$ cat config.mk
export PLATFORM = sky130hd
export DESIGN_NAME = song_sequencer
export DESIGN_NICKNAME = d
export VERILOG_FILES = /design/src/rtl/song_pkg.sv /design/src/rtl/rom_wait_ctr.sv /design/src/rtl/song_sequencer.sv
export SDC_FILE = /design/constraint.sdc
export NUM_CORES = 1
export LEC_CHECK = 0
export ABC_AREA = 1
export BUFFER_PORTS_ARGS = -buffer_cell sky130_fd_sc_hd__buf_2
export CORE_MARGIN = 2
export CORE_UTILIZATION = 48
export DETAILED_ROUTE_END_ITERATION = 7
export GPL_TIMING_DRIVEN = 0
export PLACE_DENSITY = 0.88
export SETUP_SLACK_MARGIN = 0.02
export SLEW_MARGIN = 20
export SYNTH_ARGS = -nofsm -noshare
export SYNTH_HDL_FRONTEND = slang
export SYNTH_SLANG_ARGS = --single-unit
$ cat constraint.sdc
create_clock -name clk -period 4 [get_ports clk]
set_clock_uncertainty 0.1 [all_clocks]
set_input_delay 0.4 -clock clk [delete_from_list [all_inputs] [get_ports clk]]
set_output_delay 0.4 -clock clk [all_outputs]
set_load 0.02 [all_outputs]
$ cat src/rtl/song_pkg.sv
// Shared types and defaults for the song sequencer and its helpers.
package song_pkg;

  typedef enum logic [1:0] {
    ST_IDLE  = 2'd0,
    ST_FETCH = 2'd1,
    ST_ISSUE = 2'd2,
    ST_PLAY  = 2'd3
  } state_e;

  localparam int NOTE_W_DEF = 6;
  localparam int DUR_W_DEF  = 6;

  // A zero duration marks an early end of song.
  localparam int END_MARKER = 0;

endpackage

$ cat src/rtl/rom_wait_ctr.sv
// Down-counter that covers a fixed ROM read latency.
// valid stays high once the count reaches zero, until the next load.
module rom_wait_ctr #(
  parameter int LAT = 1
) (
  input  logic clk,
  input  logic reset_n,
  input  logic load,
  input  logic en,
  output logic valid
);

  localparam int CW = $clog2(LAT + 1);

  logic [CW-1:0] cnt;

  always_ff @(posedge clk or negedge reset_n) begin
    if (!reset_n) begin
      cnt <= CW'(LAT);
    end else if (load) begin
      cnt <= CW'(LAT);
    end else if (en && cnt != '0) begin
      cnt <= cnt - 1'b1;
    end
  end

  assign valid = (cnt == '0);

endmodule

$ cat src/rtl/song_sequencer.sv
// Walks a song ROM and hands one note at a time to the note player.
// Optional skip input is enabled with SONG_SEQUENCER_SKIP_EN.
module song_sequencer
  import song_pkg::*;
#(
  parameter int NUM_SONGS = 4,
  parameter int SONG_AW   = 5,
  parameter int NOTE_W    = NOTE_W_DEF,
  parameter int DUR_W     = DUR_W_DEF,
  parameter int ROM_LAT   = 1,
  localparam int SW       = $clog2(NUM_SONGS)
) (
  input  logic                    clk,
  input  logic                    reset_n,
  input  logic                    play,
  input  logic [SW-1:0]           song_sel,
  input  logic                    loop_mode,
  input  logic                    skip,
  input  logic                    note_done,
  output logic [SW+SONG_AW-1:0]   rom_addr,
  input  logic [NOTE_W+DUR_W-1:0] rom_data,
  output logic [NOTE_W-1:0]       note,
  output logic [DUR_W-1:0]        duration,
  output logic                    new_note,
  output logic                    song_done,
  output logic [SW-1:0]           cur_song,
  output logic [1:0]              dbg_state
);

  // Handshake with the note player: new_note is a one-cycle strobe with
  // note/duration valid in that cycle; the player answers with a one-cycle
  // note_done pulse, honoured only in PLAY while play is high.

  state_e               state;
  logic [SONG_AW-1:0]   index;
  logic                 rom_valid;
  logic                 skip_act;
  logic                 is_marker;
  logic                 eos_fire;
  logic                 ctr_load;

`ifdef SONG_SEQUENCER_SKIP_EN
  assign skip_act = skip & play & (state != ST_IDLE);
`else
  logic skip_unused;
  assign skip_unused = skip;
  assign skip_act    = 1'b0;
`endif

  assign is_marker = (rom_data[DUR_W-1:0] == DUR_W'(END_MARKER));

  // Every way a song can end funnels through this one flag.
  assign eos_fire = play & (state != ST_IDLE) &
                    (skip_act |
                     ((state == ST_FETCH) & rom_valid & is_marker) |
                     ((state == ST_PLAY) & note_done & (index == '1)));

  assign ctr_load = (state != ST_FETCH) | eos_fire | (play & rom_valid);

  rom_wait_ctr #(.LAT(ROM_LAT)) u_wait (
    .clk     (clk),
    .reset_n (reset_n),
    .load    (ctr_load),
    .en      (play),
    .valid   (rom_valid)
  );

  always_ff @(posedge clk or negedge reset_n) begin
    if (!reset_n) begin
      state     <= ST_IDLE;
      index     <= '0;
      cur_song  <= '0;
      note      <= '0;
      duration  <= '0;
      new_note  <= 1'b0;
      song_done <= 1'b0;
    end else begin
      new_note  <= 1'b0;
      song_done <= eos_fire;
      if (eos_fire) begin
        if (loop_mode) begin
          cur_song <= cur_song + 1'b1;
          index    <= '0;
          state    <= ST_FETCH;
        end else begin
          state <= ST_IDLE;
        end
      end else begin
        case (state)
          ST_IDLE: begin
            if (play) begin
              cur_song <= song_sel;
              index    <= '0;
              state    <= ST_FETCH;
            end
          end
          ST_FETCH: begin
            if (play && rom_valid) begin
              note     <= rom_data[NOTE_W+DUR_W-1:DUR_W];
              duration <= rom_data[DUR_W-1:0];
              new_note <= 1'b1;
              state    <= ST_ISSUE;
            end
          end
          ST_ISSUE: begin
            if (play) state <= ST_PLAY;
          end
          ST_PLAY: begin
            if (play && note_done) begin
              index <= index + 1'b1;
              state <= ST_FETCH;
            end
          end
          default: state <= ST_IDLE;
        endcase
      end
    end
  end

  assign rom_addr  = {cur_song, index};
  assign dbg_state = state;

endmodule

==> out/metrics.csv <==
stage,metric,value,unit
status,outcome,"complete, no violations",
placed_design,io_buffers,43,
worst_setup_path,cp_max_fo,10,
global_routing,grt_usage,17.2,%
clock_tree,cts.sinks,24,
placed_design,dpl.hpwl,2000,µm
drt,drt_iter0_markers,40,
global_routing,antenna_found_initial,0,
sta,tightest_slew,507,ps
clock_tree,postCtsSetupRepairBufs,0,
die,die_h,55.9,µm
die,initial_core_util,51.2,%
placed_design,place_worst_setup_slack,1980,ps
die,core_area,2520,µm²
job,cap_viol_max_count,0,
clock_tree,numCtsBuffers,3,
synthesis,synth.distinct_cells,25,
synthesis,synth_edf_count,0,
drt,routed_wl,2510,µm
die,die-area,3120,µm²
power,powerDensity,686,nW/µm²
sta,rsz0062_at_grt,no,
sta,maxSlewHeadroom,66.2,%
clock_tree,htree_levels,1,
drt,num_vias,1118,
cells_and_area,diodes,0,
power,leakage,0.949,nW
sta,max_freq,0.487,GHz
worst_setup_path,cp.arrival,2150,ps
global_routing,grt_max_degree,25,
min_path,hold_path_class,primary input to register,
sta,slew_violations,0,
sta,hold_slack,152,ps
drt,drc,0,
synthesis,seq_area_frac_synth,46.6,%
synthesis,synthFlopType,dfrtp_1,
worst_setup_path,crit_type,register to register,
placed_design,gp_congestion,0.830,
synthesis,avgSynthCellArea,8.45,µm²
sta,fin_crit_sh,51.4,%
synthesis,syn_area,1290,µm²
cells_and_area,fin_area,1590,µm²
sta,hold_viol_final,0,
global_routing,grt_pass1_wl,4360,µm
clock_tree,clock_latency,310,ps
synthesis,ys_ff_latch,24,
synthesis,async_flop_share,100,%
sta,finalSetupTns,0,ps
die,fp-row-count,18,
clock_tree,clockBufferDepth,2,
worst_setup_path,end_kind,register,
clock_tree,cts_tree,built,
sta,period_minus_slack,2050,ps
drt,viasPerCell,4.84,
clock_tree,hold_buffers,1,
global_routing,gr-total-overflow,0,
cells_and_area,nNetsFinal,228,
drt,wl_per_cell,10.9,µm
clock_tree,cts_resized,0,
cells_and_area,drive_gt1_share,30.3,%
drt,drtAntennaViolNets,0,
cells_and_area,utilization,63.1,%
power,vdd_ir_drop_max,0.434,mV
clock_tree,cts.clk_slew.worst_paths,130,ps
die,die_w,55.9,µm
sta,timing.final.ws_setup,1950,ps
sta,setup_violations,0,
cells_and_area,synthToLayoutAreaGrowth,23.1,%
synthesis,syn-num-nets,179,
die,ios,45,
synthesis,yosys_warnings,0,
placed_design,placed_cell_area,1550,µm²
worst_setup_path,worst_ep_required_time,4100,ps
drt,first_pass_iters,5,
global_routing,grt_pass1_vias,1033,
worst_setup_path,worstSetupStartpointType,register,
clock_tree,root_buffer,clkbuf_4,
synthesis,synth_cells,153,
[state kept, by name (all words and copies together), names as in the netlist]
register    flops
cur_song        2
dbg_state       2
duration        6
index           5
new_note        1
note            6
song_done       1
u_wait.cnt      1
[critical path, cell delays in order (launching register included)]
cell and delay (ps):
dfrtp_1 450, ha_1 250, and3_1 190, ha_1 170, nand3_1 110, nand2_4 90
nand2_4 140, nand3_4 150, buf_8 180, nand2_1 50, nand2_1 50
[synthesized netlist by cell type (2+ instances only)]
cell type / count / area share (%)
a21oi_1: 2 / 0.77
dfrtp_1: 23 / 45
nand4_1: 2 / 0.97
nand2_1: 57 / 17
nor2_4: 2 / 1.7
nor2_1: 9 / 2.6
inv_1: 13 / 3.8
xnor2_1: 2 / 1.4
nand3_4: 2 / 2.7
o21ai_1: 4 / 1.5
nand3_1: 9 / 3.5
ha_1: 6 / 5.8
buf_4: 2 / 1.2
o21ai_0: 7 / 2.7
nand2_4: 3 / 2.6
[cells in the final DEF (no fill, tap or decap), drive strengths merged, types with 2 or more instances in the layout]
cell     n
nand2   60
buf     46
dfrtp   23
inv     14
nand3   12
nor2    11
o21ai   11
ha       6
clkbuf   4
a21oi    2
xnor2    2
nand4    2
[layer usage]
| metal | track usage, % | vias up | wire length (µm) |
|---|---|---|---|
| met3 | 4.42 | 2 | 118 |
| li1 | - | 586 | - |
| met4 | 2.04 | 0 | 7 |
| met1 | 21.4 | 503 | 1110 |
| met5 | 0 | - | 0 |
| met2 | 31.0 | 27 | 1270 |
[layout make-up]
class | count | area (µm²)
inverters | 14 | 52.6
well taps | 30 | 37.5
repair buffers | 44 | 225
plain buffers | 3 | 30.0
clock buffers | 4 | 36.3
flip-flops and latches | 24 | 602
fillers | 240 | 931
multi-input cells | 112 | 608
[path summary, 6_finish.rpt]
kind / from / cells past startpoint / slack (ps) / to
worst max-delay path: index[0]$_DFFE_PN0P_ / 10 / 1950 / note[2]$_DFFE_PN0P_
worst max register to register: index[0]$_DFFE_PN0P_ / 10 / 1950 / note[2]$_DFFE_PN0P_
max in group asynchronous: reset_n / 2 / 2960 / u_wait.cnt$_DFFE_PN1P_
worst min register to register: note[5]$_DFFE_PN0P_ / 2 / 390 / note[5]$_DFFE_PN0P_
min in group asynchronous: reset_n / 2 / 470 / cur_song[0]$_DFFE_PN0P_
worst min-delay path: play / 2 / 150 / u_wait.cnt$_DFFE_PN1P_
[logic make-up (layout without fill, tap and decap cells)]
family          count (synthesis)  count (layout)  share of synthesized area, %
compound gates                 15              15                          6.20
buf+inv                        17              65                          6.39
xor+xnor                        3               3                          2.03
simple gates                   88              88                          33.0
flops                          24              24                          46.6
fa+ha+maj                       6               6                          5.81
[power by group]
group          total, mW  internal (mW)  switching (mW)
logic              0.572          0.211           0.361
clock network      0.123         0.0555          0.0676
registers          0.397          0.335          0.0619
total               1.09          0.601           0.491
[stage by stage]
| stage | instances | power [mW] |
|---|---|---|
| global route | 231 | 1.18 |
| detailed placement | 226 | 0.978 |
| global placement | 226 | 0.957 |
| finish | 231 | 1.09 |
| CTS | 231 | 1.10 |
| floorplan | 153 | 0.807 |
Note: power is estimated with default switching activity, not from simulation.
